`config.mk`:
```
export PLATFORM = sky130hd
export DESIGN_NAME = vga_sync_monitor_flat
export DESIGN_NICKNAME = d
export VERILOG_FILES = /design/src/rtl/vga_sync_monitor_if.sv /design/src/rtl/vga_sync_monitor.sv /design/src/flat_wrapper.sv
export SDC_FILE = /design/constraint.sdc
export NUM_CORES = 1
export LEC_CHECK = 0
export ABC_AREA = 1
export BUFFER_PORTS_ARGS = -buffer_cell sky130_fd_sc_hd__buf_4
export CAP_MARGIN = 10
export CORE_AREA = 3 3 118 120
export CTS_CLUSTER_DIAMETER = 60
export DETAILED_ROUTE_END_ITERATION = 10
export DIE_AREA = 0 0 121 123
export GPL_TIMING_DRIVEN = 0
export MAX_ROUTING_LAYER = met4
export PLACE_DENSITY = 0.74
export SYNTH_ARGS = -nofsm -noshare
export SYNTH_HDL_FRONTEND = slang
export SYNTH_SLANG_ARGS = --single-unit
```
`constraint.sdc`:
```
create_clock -name clk -period 6.5 [get_ports clk]
set_input_delay 0.975 -clock clk [delete_from_list [all_inputs] [get_ports clk]]
set_output_delay 0.975 -clock clk [all_outputs]
set_load 0.1 [all_outputs]
```
`src/rtl/vga_sync_monitor_if.sv`:
```
// Sync inputs and lock/position status of the VGA sync monitor.
// The source drives hs/vs through master; the monitor owns every status signal through slave.
interface vga_sync_monitor_if;
  logic        hs;
  logic        vs;
  logic [10:0] x;
  logic [10:0] y;
  logic [10:0] h_period;
  logic [10:0] v_period;
  logic        locked;
  logic        frame_start;
  logic        timing_err;

  modport master (
    output hs, vs,
    input  x, y, h_period, v_period, locked, frame_start, timing_err
  );

  modport slave (
    input  hs, vs,
    output x, y, h_period, v_period, locked, frame_start, timing_err
  );
endinterface

```
`src/rtl/vga_sync_monitor.sv`:
```
// Sync-only VGA receiver: measures hs/vs timing, locks to the 800x600@72 mode and rebuilds (x, y).
// Build macro VGA_MON_INSYNC_EN adds two-flop synchronizers on hs/vs for asynchronous sources.
module vga_sync_monitor #(
  parameter int H_TOTAL      = 1040,
  parameter int V_TOTAL      = 666,
  parameter int H_SYNC       = 120,
  parameter int V_SYNC       = 6,
  parameter int H_SYNC_START = 856,
  parameter int V_SYNC_START = 637,
  parameter int LOCK_FRAMES  = 2
) (
  input logic               clk,
  input logic               rst,
  vga_sync_monitor_if.slave bus
);
  // state   | meaning
  // SEARCH  | waiting for a vs fall preceded by at least one hs fall
  // MEASURE | counting consecutive clean frames toward lock
  // LOCKED  | timing matches the mode, x/y are valid
  typedef enum logic [1:0] {SEARCH = 2'd0, MEASURE = 2'd1, LOCKED = 2'd2} state_t;

  localparam logic [10:0] CNT_MAX   = 11'h7ff;
  localparam logic [10:0] H_TOTAL_C = 11'(H_TOTAL);
  localparam logic [10:0] V_TOTAL_C = 11'(V_TOTAL);
  localparam logic [10:0] H_SYNC_C  = 11'(H_SYNC);
  localparam logic [10:0] V_SYNC_C  = 11'(V_SYNC);
  localparam logic [2:0]  LOCK_C    = 3'(LOCK_FRAMES);

  state_t      state, state_nxt;
  logic        hs_in, vs_in, hs_d, vs_d;
  logic        hs_fall, hs_rise, vs_fall, vs_rise;
  logic [10:0] hcnt, hcnt_inc, hcnt_nxt, hlow, hlow_nxt;
  logic [10:0] vcnt, vcnt_inc, vcnt_nxt, vlow, vlow_nxt;
  logic [10:0] h_period_r, v_period_r, x_r, y_r, x_calc, y_calc;
  logic        bad, vsync_ok, hs_seen;
  logic        line_viol, frame_viol, tmo, err_nxt;
  logic        frame_start_r, timing_err_r;
  logic [2:0]  good_cnt, good_nxt;

`ifdef VGA_MON_INSYNC_EN
  localparam int SYNC_LAT = 2;
  logic [1:0] hs_sync, vs_sync;

  always_ff @(posedge clk or posedge rst) begin
    if (rst) begin
      hs_sync <= 2'b11;
      vs_sync <= 2'b11;
    end else begin
      hs_sync <= {hs_sync[0], bus.hs};
      vs_sync <= {vs_sync[0], bus.vs};
    end
  end

  assign hs_in = hs_sync[1];
  assign vs_in = vs_sync[1];
`else
  localparam int SYNC_LAT = 0;
  assign hs_in = bus.hs;
  assign vs_in = bus.vs;
`endif

  // Synchronizer delay is folded into the column offset so x keeps the generator's meaning.
  localparam int X_OFS = H_SYNC_START + SYNC_LAT;

  assign hs_fall = hs_d & ~hs_in;
  assign hs_rise = ~hs_d & hs_in;
  assign vs_fall = vs_d & ~vs_in;
  assign vs_rise = ~vs_d & vs_in;

  assign hcnt_inc = (hcnt == CNT_MAX) ? CNT_MAX : hcnt + 11'd1;
  assign hcnt_nxt = hs_fall ? 11'd0 : hcnt_inc;
  assign hlow_nxt = hs_fall ? 11'd1 :
                    (!hs_in && hlow != CNT_MAX) ? hlow + 11'd1 : hlow;
  // A line ending on the vs fall clock still belongs to the frame that is closing.
  assign vcnt_inc = (hs_fall && vcnt != CNT_MAX) ? vcnt + 11'd1 : vcnt;
  assign vcnt_nxt = vs_fall ? 11'd0 : vcnt_inc;
  assign vlow_nxt = vs_fall ? {10'd0, hs_fall} :
                    (!vs_in && hs_fall && vlow != CNT_MAX) ? vlow + 11'd1 : vlow;

  assign line_viol  = (hs_fall && hcnt_inc != H_TOTAL_C) || (hs_rise && hlow != H_SYNC_C);
  assign frame_viol = vs_fall && (bad || vcnt_inc != V_TOTAL_C || !vsync_ok);
  assign tmo        = (hcnt == CNT_MAX - 11'd1) && !hs_fall;

  assign x_calc = 11'((int'(hcnt_nxt) + X_OFS) % H_TOTAL);
  assign y_calc = 11'((int'(vcnt_nxt) + V_SYNC_START) % V_TOTAL);

  always_ff @(posedge clk or posedge rst) begin
    if (rst) state <= SEARCH;
    else     state <= state_nxt;
  end

  always_comb begin
    state_nxt = state;
    good_nxt  = good_cnt;
    err_nxt   = 1'b0;
    if (tmo) begin
      state_nxt = SEARCH;
      good_nxt  = 3'd0;
      err_nxt   = 1'b1;
    end else begin
      case (state)
        SEARCH: begin
          if (vs_fall && (hs_seen || hs_fall)) begin
            state_nxt = MEASURE;
            good_nxt  = 3'd0;
          end
        end
        MEASURE: begin
          if (line_viol || frame_viol) begin
            err_nxt  = 1'b1;
            good_nxt = 3'd0;
          end else if (vs_fall) begin
            good_nxt = good_cnt + 3'd1;
            if (good_cnt + 3'd1 == LOCK_C) state_nxt = LOCKED;
          end
        end
        LOCKED: begin
          if (line_viol || frame_viol) begin
            err_nxt   = 1'b1;
            good_nxt  = 3'd0;
            state_nxt = MEASURE;
          end
        end
        default: begin
          state_nxt = SEARCH;
          good_nxt  = 3'd0;
        end
      endcase
    end
  end

  always_ff @(posedge clk or posedge rst) begin
    if (rst) begin
      hs_d          <= 1'b1;
      vs_d          <= 1'b1;
      hcnt          <= 11'd0;
      hlow          <= 11'd0;
      vcnt          <= 11'd0;
      vlow          <= 11'd0;
      h_period_r    <= 11'd0;
      v_period_r    <= 11'd0;
      bad           <= 1'b0;
      vsync_ok      <= 1'b0;
      hs_seen       <= 1'b0;
      good_cnt      <= 3'd0;
      frame_start_r <= 1'b0;
      timing_err_r  <= 1'b0;
      x_r           <= 11'd0;
      y_r           <= 11'd0;
    end else begin
      hs_d          <= hs_in;
      vs_d          <= vs_in;
      hcnt          <= hcnt_nxt;
      hlow          <= hlow_nxt;
      vcnt          <= vcnt_nxt;
      vlow          <= vlow_nxt;
      if (hs_fall) h_period_r <= hcnt_inc;
      if (vs_fall) v_period_r <= vcnt_inc;
      if (vs_rise) vsync_ok   <= (vlow == V_SYNC_C);
      bad           <= vs_fall ? 1'b0 : (bad | line_viol);
      hs_seen       <= tmo ? 1'b0 : (hs_seen | hs_fall);
      good_cnt      <= good_nxt;
      frame_start_r <= vs_fall;
      timing_err_r  <= err_nxt;
      // Gated on the next state so x/y become valid together with locked.
      x_r           <= (state_nxt == LOCKED) ? x_calc : 11'd0;
      y_r           <= (state_nxt == LOCKED) ? y_calc : 11'd0;
    end
  end

  assign bus.x           = x_r;
  assign bus.y           = y_r;
  assign bus.h_period    = h_period_r;
  assign bus.v_period    = v_period_r;
  assign bus.locked      = (state == LOCKED);
  assign bus.frame_start = frame_start_r;
  assign bus.timing_err  = timing_err_r;
endmodule

```
`src/flat_wrapper.sv`:
```
// flat-port wrapper written by rule: the top's interface ports become plain ports
module vga_sync_monitor_flat 
#(
  parameter int H_TOTAL      = 1040,
  parameter int V_TOTAL      = 666,
  parameter int H_SYNC       = 120,
  parameter int V_SYNC       = 6,
  parameter int H_SYNC_START = 856,
  parameter int V_SYNC_START = 637,
  parameter int LOCK_FRAMES  = 2
)
  (clk, rst, bus_hs, bus_vs, bus_x, bus_y, bus_h_period, bus_v_period, bus_locked, bus_frame_start, bus_timing_err);
  vga_sync_monitor_if bus_i ();
  input logic clk;
  input logic rst;
  input wire logic [$bits(bus_i.hs)-1:0] bus_hs;
  input wire logic [$bits(bus_i.vs)-1:0] bus_vs;
  output wire logic [$bits(bus_i.x)-1:0] bus_x;
  output wire logic [$bits(bus_i.y)-1:0] bus_y;
  output wire logic [$bits(bus_i.h_period)-1:0] bus_h_period;
  output wire logic [$bits(bus_i.v_period)-1:0] bus_v_period;
  output wire logic [$bits(bus_i.locked)-1:0] bus_locked;
  output wire logic [$bits(bus_i.frame_start)-1:0] bus_frame_start;
  output wire logic [$bits(bus_i.timing_err)-1:0] bus_timing_err;
  assign bus_i.hs = bus_hs;
  assign bus_i.vs = bus_vs;
  assign bus_x = bus_i.x;
  assign bus_y = bus_i.y;
  assign bus_h_period = bus_i.h_period;
  assign bus_v_period = bus_i.v_period;
  assign bus_locked = bus_i.locked;
  assign bus_frame_start = bus_i.frame_start;
  assign bus_timing_err = bus_i.timing_err;
  vga_sync_monitor #(.H_TOTAL(H_TOTAL), .V_TOTAL(V_TOTAL), .H_SYNC(H_SYNC), .V_SYNC(V_SYNC), .H_SYNC_START(H_SYNC_START), .V_SYNC_START(V_SYNC_START), .LOCK_FRAMES(LOCK_FRAMES)) u_core (.clk(clk), .rst(rst), .bus(bus_i));
endmodule
```
==> results of run 1 <==
## sequential cells by signal, indices dropped and copies added, names as in the netlist, 11 cells and up
| register | cells |
|---|---|
| u_core.bus.h_period | 11 |
| u_core.bus.v_period | 11 |
| u_core.bus.x | 11 |
| u_core.bus.y | 11 |
| u_core.hcnt | 11 |
| u_core.hlow | 11 |
| u_core.vcnt | 11 |
| u_core.vlow | 11 |
## cell type report
cell class,count,share of cell area (%)
Tap cell,176,2.96
Buffer,13,0.791
Clock inverter,5,0.791
Inverter,148,7.57
Clock buffer,11,3.40
Sequential cell,100,33.7
Multi-Input combinational cell,623,45.4
Timing Repair Buffer,51,5.42
## synthesized netlist by cell type (2+ instances only)
cell type | count | area [µm²]
a211oi_1 | 2 | 15.0
a21oi_1 | 33 | 165
a31oi_1 | 2 | 12.5
and2_1 | 2 | 12.5
buf_2 | 2 | 10.0
clkbuf_1 | 10 | 37.5
clkinv_1 | 2 | 7.51
dfrtp_1 | 98 | 2450
dfstp_2 | 2 | 52.6
ha_1 | 21 | 263
inv_1 | 134 | 503
inv_2 | 10 | 37.5
inv_4 | 2 | 12.5
nand2_1 | 219 | 822
nand2_2 | 27 | 169
nand2_4 | 6 | 67.6
nand3_1 | 60 | 300
nand3_2 | 10 | 100
nand3_4 | 8 | 140
nand4_1 | 30 | 188
nor2_1 | 73 | 274
nor2_2 | 7 | 43.8
nor2_4 | 10 | 113
nor3_1 | 23 | 115
nor4_1 | 5 | 31.3
nor4b_1 | 3 | 26.3
o21a_1 | 2 | 15.0
o21ai_0 | 49 | 245
o21ai_1 | 3 | 15.0
o22ai_1 | 2 | 12.5
or2_0 | 2 | 12.5
xnor2_1 | 3 | 26.3
xor2_1 | 13 | 114
## critical path: cells and delay by family
kind                     cells  cell delay, ps
adder cells (fa/ha/maj)      2             430
AO/OA/AOI/OAI                1             270
AND/OR/NAND/NOR             21            2000
buffers and inverters       11            1730
## routing by layer
| metal | vias to the layer above | global-route usage (%) |
|---|---|---|
| li1 | 2956 | - |
| met1 | 2659 | 28.1 |
| met2 | 109 | 34.9 |
| met3 | 26 | 3.52 |
| met4 | 0 | 6.09 |
| met5 | - | - |
## logic make-up (layout without fill, tap and decap cells)
logic type / Yosys count / count (layout) / share of synthesized area, %
buffers and inverters: 161 / 228 / 9.53
adder cells (fa/ha/maj): 21 / 21 / 4.04
AO/OA/AOI/OAI: 98 / 98 / 8.16
AND/OR/NAND/NOR: 488 / 488 / 37.6
flip-flops: 100 / 100 / 38.6
XOR/XNOR: 16 / 16 / 2.16
## power by group through the flow
stage | Combinational [mW] | Clock, mW | Sequential [mW]
floorplan | 0.481 | 0 | 0.947
global placement | 0.842 | 0 | 0.740
detailed placement | 0.854 | 0 | 0.742
CTS | 0.859 | 0.572 | 0.731
global route | 0.955 | 0.588 | 0.740
finish | 0.857 | 0.562 | 0.731
## path summary, 6_finish.rpt
kind / startpoint / endpoint / slack, ps
worst max-delay path: bus_vs / u_core.bus.y[2] / 1340
worst min-delay path: u_core.bus.h_period[9] / u_core.bus.h_period[9] / 490
worst max register to register: u_core.vcnt[0] / u_core.bus.y[2] / 1520
worst min register to register: u_core.bus.h_period[9] / u_core.bus.h_period[9] / 490
max in group asynchronous: rst / u_core.vs_d / 5110
min in group asynchronous: rst / u_core.bus.x[7] / 660
## stage by stage
stage / area, µm² / util (%)
global placement: 7090 / 54.2
global route: 7430 / 56.8
floorplan: 6500 / -
finish: 7430 / 56.8
CTS: 7430 / 56.8
detailed placement: 7120 / 54.4
==> metrics.md, run 1 <==
| Metric | Value |
|---|---|
| Routability cong. | 0.922 |
| Sw power | 0.916 mW |
| Cell mode on critical path | nand2_1 |
| Post-route DRC | 0 |
| Gate Count Post-Synth | 884 |
| Die height | 123 µm |
| Initial Utilization | 49.7% |
| IR drop worst, VDD | 0.153 mV |
| Type of the most critical hold path | reg -> reg |
| Setup ws final | 1340 ps |
| Total CTS buffers | 9 |
| Post-place setup slack | 1030 ps |
| Yosys reg bits | 100 |
| Via density | 5.10 |
| Clock Skew | 9.73 ps |
| Setup crit end kind | register |
| Post-layout min period | 5160 ps |
| LEAKAGE | 3.91 nW |
| Core ar. | 13,100 µm² |
| Post-synth top flop | dfrtp_1 |
| Critical Path Start Type | input pin |
| Antenna Violating Nets Remaining | 0 |
| # hold bufs at CTS | 0 |
| Reg area | 2500 µm² |
| Die area | 14,900 µm² |
| # setup viols final | 0 |
| H-tree Lvls | 3 |
| Largest net degree at the start of global routing | 63 |
| EDFF count, synth | 0 |
| Register area share after synthesis | 38.6% |
| Post-CTS setup buffers | 0 |
| Width of the die | 121 µm |
| Vias in the first global route | 5,569 |
| Post-placement cell count | 1,111 |
| Critical Path AT | 5430 ps |
| Post-Syn Area | 6500 µm² |
| Wirelength per Cell | 13.1 µm |
| Netlist cell types | 42 |
| Worst slew margin | 63.3% |
| Slowest cell on the critical path | clkbuf_1 |
| Post_cts resized | 0 |
| DR iter-0 viols | 401 |
| Pins Over Slew Limit | 0 |
| Final Cycle Share | 79.4% |
| Clock Power Share | 26.1% |
| Outcome | completed |
| Worst EP required | 6770 ps |
| Reg power frac | 34.0% |
| Cells on worst reg2reg path | 37 |
| DR pass1 iterations | 5 |
| DRT Wirelength | 14,700 µm |
| Hold path depth | 2 |
| Power consumption | 2.15 mW |
| Clk slew on worst S/H paths | 70 ps |
| FMAX | 194 MHz |
| I/O pin cnt | 51 |
| FP Rows | 42 |
| Switching Fraction | 42.6% |
| Layout cell share with drive strength beyond 1 | 16.5% |
| # diodes | 0 |
| Ys async rst share | 100% |
| Area grow syn2layout | 14.4% |
| Port Buf Inserts | 50 |
| Initial antenna violation count | 0 |
| Pint | 1.23 mW |
| Final net count | 971 |
| Fill cells | 1,242 |
| Total grt overflow | 0 |
| Post-DP HPWL | 11,100 µm |
| Area of the multi-input gates | 3370 µm² |
| RSZ-0062 raised after global routing | no |
| Via count | 5,750 |
| Setup TNS | 0 ps |
| Most frequent cells in the layout | 219 x nand2_1, 133 x inv_1, 98 x dfrtp_1, 73 x nor2_1, 60 x nand3_1 |
| Clock Tree Root | clkbuf_16 |
| Num Clock Sinks | 100 |
| First-pass GRT wire length | 25,500 µm |
| PD cells | 289 nW/µm² |
| Metal3 WL | 509 µm |
| Syn nets | 909 |
| Met1 WL | 7100 µm |
| Max-capacitance violation count | 0 |
| Least-Margin Pin Slew | 544 ps |
| Synthesized area per cell | 7.35 µm² |
| Final Hold Fails | 0 |
| Commonest non-fill, non-tap cell in the layout | nand2_1 |
| WL met2 | 6860 µm |
| Top routing layer in use | met4 |
| CTS tree | yes |
| Peak fanout along the critical path | 10 |
| CP max stage delay | 470 ps |
| Synth Warn # | 0 |
| Final std cells w/o fill | 1,127 |
| Clock Path Buffers | 2 |
| GRT Total Usage | 21.5% |
| Combinational power share | 39.9% |
| Clock latency on the worst-skew pair | 350 ps |
| Critical path class | in -> reg |
| WHS | 485 ps |
Note: power is estimated with default switching activity, not from simulation.
==> run 2: changes to the inputs <==
ABC_AREA = 0   (was 1)
CORE_AREA = 3 3 121 123   (was 3 3 118 120)
DIE_AREA = 0 0 124 126   (was 0 0 121 123)
PLACE_DENSITY = 0.73   (was 0.74)
clock period = 4.9 ns   (was 6.5 ns; I/O delays follow)
==> run 2 against run 1 <==
Compared with the run above: critical endpoint unchanged; highest routed layer unchanged; flip-flop and latch count unchanged; setup slack lost 1700 ps; the run now ends with negative setup slack left; non-clock buffer count up 49.
==> metrics.md, run 2 <==
| Metric | Value |
|---|---|
| Outcome | complete, but fails checks |
| Failing checks | negative setup slack |
| Syn nets | 817 (-10%) |
| Type of the most critical hold path | in -> async |
| Peak fanout along the critical path | 6 (-4) |
| Pins Over Slew Limit | 0 (unchanged) |
| Largest net degree at the start of global routing | 66 (+4.8%) |
| Layout cell share with drive strength beyond 1 | 24.1% (+7.6 points) |
| GRT Total Usage | 23.0% (+1.5 points) |
| Post-DP HPWL | 12,200 µm (+9.4%) |
| RSZ-0062 raised after global routing | yes |
| Buf/Inv on CP | 3 (-8) |
| FMAX | 191 MHz |
| Reg2reg setup slack | -340 ps (-1860 ps) |
| Clock Skew | 8.60 ps (-1.12 ps) |
| Met1 usage | 32.3% (+4.2 points) |
| DR pass1 iterations | 5 (unchanged) |
| Post-layout min period | 5240 ps |
| Die area | 15,600 µm² (+5.0%) |
| Total grt overflow | 0 (unchanged) |
| Total CTS buffers | 9 (unchanged) |
| Initial antenna violation count | 0 (unchanged) |
| Least-Margin Pin Slew | 948 ps (+404 ps) |
| Worst R2R Start | u_core.vcnt[1] |
| Most frequent cells in the layout | 93 x dfrtp_1, 84 x nand2_1, 79 x buf_4, 77 x nor2_1, 52 x o21ai_0 |
| Worst slew margin | 36.1% (-27 points) |
| I/O pin cnt | 51 (unchanged) |
| Core ar. | 13,800 µm² (+5.3%) |
| Num Clock Sinks | 100 (unchanged) |
| Crit path launch | u_core.vcnt[1] |
| Worst EP required | 5180 ps (-1590 ps) |
| Ranking of synthesized cells by area | dfrtp_1 36%, nand2_1 4.6%, nor2_1 4.6% |
| Via count | 6,310 (+9.7%) |
| Setup ws final | -339 ps (-1680 ps) |
| Final std cells w/o fill | 1,069 (-5.1%) |
| # setup viols final | 10 (+10) |
| PD cells | 332 nW/µm² (+15%) |
| Clock Tree Root | clkbuf_16 |
| CP max stage delay | 550 ps (+80 ps) |
| Setup crit end kind | register |
| Top cells by count, synth | 98 x dfrtp_1, 84 x nand2_1, 84 x nor2_1 |
| Critical path class | reg -> reg |
| Area leader, netlist | dfrtp_1 |
| CP top delay family | simple AND/OR/NAND/NOR gates |
| Clock Path Buffers | 2 (unchanged) |
| Port Buf Inserts | 50 (unchanged) |
| Most frequent cell after synthesis | dfrtp_1 |
| Cells on worst reg2reg path | 26 (-30%) |
| Synth Warn # | 0 (unchanged) |
| Vias in the first global route | 5,783 (+3.8%) |
| Width of the die | 124 µm (+2.5%) |
| Die height | 126 µm (+2.4%) |
| EDFF count, synth | 0 (unchanged) |
| Register area share after synthesis | 36.8% (-1.8 points) |
| Ys async rst share | 100% (unchanged) |
| Slowest cell on the critical path | or4b_4 |
| Critical Path AT | 5520 ps (+90 ps) |
| DR iter-0 viols | 553 (+38%) |
| Clock latency on the worst-skew pair | 360 ps (about the same) |
| Gate Count Post-Synth | 792 (-10%) |
| Area grow syn2layout | 24.8% |
| Final Cycle Share | 107% |
| Clk slew on worst S/H paths | 70 ps (about the same) |
| Antenna Violating Nets Remaining | 0 (unchanged) |
| Netlist cell types | 93 (+120%) |
| Yosys reg bits | 100 (unchanged) |
| Grt met2 use | 34.7% (-0.13 points) |
| LEAKAGE | 3.67 nW (-6.2%) |
| DRT Wirelength | 17,300 µm (+18%) |
| H-tree Lvls | 3 (unchanged) |
| # diodes | 0 (unchanged) |
| Design Area, Final | 8500 µm² (+14%) |
| CTS tree | yes |
| Via density | 5.90 (+16%) |
| Post-placement cell count | 1,023 (-7.9%) |
| Synth top area share | 36.0% (-1.7 points) |
| Met3 Use GR | 4.85% (+1.3 points) |
| Critical Path Start Type | register |
| Final net count | 909 (-6.4%) |
| Post-Syn Area | 6810 µm² (+4.9%) |
| Max-capacitance violation count | 0 (unchanged) |
| Post-synth top flop | dfrtp_1 |
| Cell mode on critical path | ha_4 |
| Final Hold Fails | 0 (unchanged) |
| Commonest non-fill, non-tap cell in the layout | dfrtp_1 |
| # hold bufs at CTS | 0 (unchanged) |
| FP Rows | 43 (+2.4%) |
| IR drop worst, VDD | 0.215 mV (+40%) |
| Worst r2r dst | u_core.bus.y[2] |
| Area of placed instances | 7590 µm² (+6.6%) |
| Synthesized area per cell | 8.60 µm² (+17%) |
| GRT busiest layer | met2 |
| First-pass GRT wire length | 28,500 µm (+12%) |
| Setup TNS | -2080 ps (-2080 ps) |
| Wirelength per Cell | 16.2 µm (+24%) |
| Post-route DRC | 0 (unchanged) |
| Initial Utilization | 49.5% (-0.19 points) |
| Routability cong. | 0.926 (+0.42%) |
==> run 2: changes by cell type after synthesis, sizes merged, moves of 14 or more <==
cell   before  now
nand2     252   84
inv       146   26
nand3      78   18
xnor2       3   27
nand4      30   15
a31oi       2   16
buf         3   17
==> run 2: stage by stage <==
step / total power [mW] / utilization, % / hold WS, ps / setup WS, ps
final: 2.82 / 61.7 / 409 / -339
after global routing: 2.97 / 61.7 / 449 / -562
after CTS: 2.79 / 60.1 / 421 / -316
after detailed placement: 1.93 / 55.1 / 474 / -1240
after global placement: 1.91 / 54.9 / 465 / -1160
after floorplan: 1.73 / - / 461 / -367
==> run 2: metal layers <==
layer	up-vias	wire length (µm)	part of all wire, %
met5	-	0	0
li1	3085	-	-
met1	3011	8240	48
met3	25	977	5.6
met4	0	231	1.3
met2	189	7870	45
==> run 2: repair_timing <==
action,CTS,global route
gates cloned,1,0
setup buffers,20,12
resized for setup,44,38
endpoints found under the setup margin,13,19
pin swaps,38,16
==> run 2: kinds of logic (layout without fill, tap and decap cells) <==
family / count (synthesis) / in the layout / synth area share [%]
simple gates: 320 / 320 / 24.2
compound gates: 231 / 231 / 23.2
flops: 100 / 100 / 36.8
buf+inv: 58 / 155 / 3.51
xor+xnor: 44 / 44 / 5.66
fa+ha+maj: 22 / 22 / 4.00
mux: 17 / 17 / 2.68
==> run 2: area by class of cell <==
type                            instances  area, µm²
Timing Repair Buffer                   84        672
Buffer                                 29        161
Multi-Input combinational cell        634       4500
Inverter                               26        105
Clock buffer                            9        225
Tap cell                              180        225
Fill cell                            1210       5270
Clock inverter                          7       98.8
Sequential cell                       100       2510
==> run 2: power by group <==
part / leakage (nW) / total (mW) / switching [mW] / internal (mW)
registers: 1.34 / 0.966 / 0.0694 / 0.897
logic: 2.17 / 1.09 / 0.701 / 0.384
clock network: 0.156 / 0.773 / 0.322 / 0.451
==> run 2: worst max-delay path by stage <==
stage | to | cells after the start | slack [ps]
2_1_floorplan | u_core.bus.y[4] | 23 | -370
3_3_place_gp | u_core.bus.y[4] | 28 | -1160
3_5_place_dp | u_core.bus.y[4] | 28 | -1240
4_1_cts | u_core.bus.y[8] | 25 | -320
5_1_grt | u_core.bus.y[2] | 26 | -560
6_report | u_core.bus.y[2] | 26 | -340
==> run 3: changes to the inputs <==
CORE_AREA = 3 3 111 134   (was 3 3 121 123)
CTS_CLUSTER_SIZE = 12   (was not set)
DIE_AREA = 0 0 114 137   (was 0 0 124 126)
clock period = 5.1 ns   (was 4.9 ns; I/O delays follow)
==> run 3 against run 2 <==
Compared with the run above: the flow still finishes with violations (negative setup slack); non-clock buffer count rose by 2; global-route usage grew 1.7 points; fmax down 2.1%; die area hardly changed; cell area shrank 0.37%; wire length up 5.4%; cell count shrank 0.65%; total power fell by 5.3%; utilization is 0.17 points lower; combinational power shrank 4%; clock power shrank 8.7%; critical path type unchanged; critical endpoint unchanged; largest cell class unchanged; largest power group unchanged.
==> metrics.md, run 3 (synthesized netlist as in run 2, its figures left out) <==
| Metric | Value |
|---|---|
| CTS tree | yes |
| CP Depth | 28 (+7.7%) |
| WL met2 | 8700 µm (+11%) |
| Critical path class | reg -> reg |
| Die area | 15,600 µm² (about the same) |
| DR iter-0 viols | 461 (-17%) |
| Top routing layer in use | met4 |
| CP top delay family | simple AND/OR/NAND/NOR gates |
| Failing checks | negative setup slack |
| Least-Margin Pin Slew | 894 ps (-54.1 ps) |
| Largest net degree at the start of global routing | 73 (+11%) |
| # diodes | 0 (unchanged) |
| Post-DP HPWL | 12,400 µm (+1.8%) |
| Area grow syn2layout | 24.3% |
| Critical Path Start Type | register |
| GRT Total Usage | 24.7% (+1.7 points) |
| First-pass GRT wire length | 30,500 µm (+7.0%) |
| Antenna Violating Nets Remaining | 0 (unchanged) |
| Total grt overflow | 0 (unchanged) |
| Clock Path Buffers | 2 (unchanged) |
| Worst EP required | 5380 ps (+200 ps) |
| Num Clock Sinks | 100 (unchanged) |
| Initial antenna violation count | 0 (unchanged) |
| Cells on worst reg2reg path | 28 (+7.7%) |
| PD cells | 316 nW/µm² (-4.9%) |
| Slowest cell on the critical path | or4b_4 |
| Initial Utilization | 49.5% (about the same) |
| H-tree Lvls | 3 (unchanged) |
| Final Hold Fails | 0 (unchanged) |
| Clock Skew | 10.6 ps (+1.99 ps) |
| Post-layout min period | 5350 ps (+113 ps) |
| Crit path capture | u_core.bus.y[2] |
| # setup viols final | 8 (-2) |
| Crit path launch | u_core.vcnt[0] |
| Clock Power Share | 26.4% (-1.0 points) |
| LEAKAGE | 3.69 nW (+0.61%) |
| Worst slew margin | 39.7% (+3.6 points) |
| Combinational power share | 39.1% (+0.7 points) |
| Post-route DRC | 0 (unchanged) |
| Critical Path AT | 5640 ps (+120 ps) |
| Setup ws final | -253 ps (+86.8 ps) |
| Type of the most critical hold path | in -> async |
| Post-place setup slack | -893 ps (+343 ps) |
| Clk slew on worst S/H paths | 80 ps (about the same) |
| Via density | 6.06 (+2.6%) |
| Routability cong. | 0.957 (+3.3%) |
| Outcome | complete, but fails checks |
| Sw power | 1.11 mW (+1.3%) |
| Worst r2r dst | u_core.bus.y[2] |
| Metal3 WL | 952 µm (-2.6%) |
| Vias in the first global route | 6,222 (+7.6%) |
| Final Cycle Share | 105% (-2.0 points) |
| Reg2reg setup slack | -250 ps (+90 ps) |
| Layout cell share with drive strength beyond 1 | 24.1% (+0.058 points) |
| Buf/Inv on CP | 5 (+2) |
| Commonest non-fill, non-tap cell in the layout | dfrtp_1 |
| Max-capacitance violation count | 0 (unchanged) |
| Clock Tree Root | clkbuf_16 |
| CP max stage delay | 550 ps (about the same) |
| Width of the die | 114 µm (-8.1%) |
| Met1 WL | 8070 µm (-2.0%) |
| Port Buf Inserts | 50 (unchanged) |
| Switching Fraction | 41.4% (+2.7 points) |
| Final net count | 911 (+0.22%) |
| Final Core Density | 61.5% (-0.17 points) |
| Pint | 1.57 mW (-9.4%) |
| Most frequent cells in the layout | 94 x dfrtp_1, 85 x buf_4, 83 x nand2_1, 77 x nor2_1, 52 x o21ai_0 |
| Worst R2R Start | u_core.vcnt[0] |
| Setup crit end kind | register |
| DR pass1 iterations | 5 (unchanged) |
| Die height | 137 µm (+8.7%) |
| Pins Over Slew Limit | 0 (unchanged) |
| IR drop worst, VDD | 0.243 mV (+13%) |
| Core ar. | 13,800 µm² (about the same) |
| I/O pin cnt | 51 (unchanged) |
| Peak fanout along the critical path | 5 (-1) |
| FMAX | 187 MHz (-2.1%) |
| FP Rows | 47 (+9.3%) |
| DRT Wirelength | 18,200 µm (+5.4%) |
| Clock latency on the worst-skew pair | 370 ps (about the same) |
| Wirelength per Cell | 17.2 µm (+6.1%) |
| RSZ-0062 raised after global routing | yes |
| Reg power frac | 34.5% (+0.3 points) |
| Via count | 6,431 (+1.9%) |
| Fill cells | 1,205 (-0.41%) |
| Total CTS buffers | 9 (unchanged) |
-- run 3: cell types whose count changed in the layout (fill, tap and decap cells not counted), sizes merged --
cell      change
clkbuf        -1
inv           +3
bufinv        -2
clkinvlp      -1
buf           +3
-- run 3: worst min path at each step --
stage | from | to | slack [ps] | cells after the start
final | rst | u_core.vlow[3] | 390 | 2
after global routing | rst | u_core.vlow[3] | 420 | 2
after CTS | rst | u_core.vlow[5] | 400 | 2
after detailed placement | u_core.bus.h_period[8] | u_core.bus.h_period[8] | 470 | 2
after global placement | u_core.bus.v_period[5] | u_core.bus.v_period[5] | 470 | 2
after floorplan | u_core.hs_seen | u_core.hs_seen | 460 | 2
-- run 3: power by group through the flow --
stage               clock network [mW]  logic, mW  registers, mW
floorplan                            0      0.521           1.15
global placement                     0      0.906          0.944
detailed placement                   0      0.919          0.946
CTS                              0.712      0.992          0.923
global route                     0.753       1.13          0.932
finish                           0.706       1.05          0.923
-- run 3: stage by stage --
stage / area, µm² / power [mW] / hold WS (ps) / cells / TNS, ps
after floorplan: 6990 / 1.67 / 461 / 792 / -382
after global placement: 7580 / 1.85 / 465 / 1013 / -7780
after detailed placement: 7610 / 1.87 / 472 / 1014 / -8460
after CTS: 8270 / 2.63 / 397 / 1055 / -865
after global routing: 8470 / 2.81 / 419 / 1062 / -3120
final: 8470 / 2.68 / 393 / 1062 / -1220
-- run 3: metal layers --
| metal | track usage [%] | up-vias |
|---|---|---|
| li1 | - | 3090 |
| met1 | 32.3 | 3082 |
| met5 | - | - |
| met4 | 10.3 | 0 |
| met2 | 38.5 | 212 |
| met3 | 3.67 | 47 |
-- run 3: cell type report --
cell class	instances	area (µm²)	area share (%)
Multi-Input combinational cell	634	4500	53.2
Clock inverter	7	73.8	0.872
Inverter	26	105	1.24
Sequential cell	100	2510	29.6
Buffer	28	150	1.77
Tap cell	171	214	2.53
Clock buffer	9	225	2.66
Timing Repair Buffer	87	688	8.13
-- run 3: worst reg2reg max path: cells and delay by family, from the launching register on --
| kind | cells | cell delay [ps] |
|---|---|---|
| AND/OR/NAND/NOR | 9 | 1860 |
| AO/OA/AOI/OAI | 10 | 1730 |
| buffers and inverters | 5 | 600 |
| adder cells (fa/ha/maj) | 3 | 470 |
| flip-flops | 1 | 430 |
| multiplexers | 1 | 190 |
-- run 3: what timing repair did --
action / 4_1_cts / 5_1_grt
buffers inserted: 26 / 10
endpoints found under the setup margin: 13 / 14
endpoints found under the hold margin: 0 / 0
pin swaps: 31 / 24
hold buffers: 0 / 0
gates resized for setup: 34 / 39
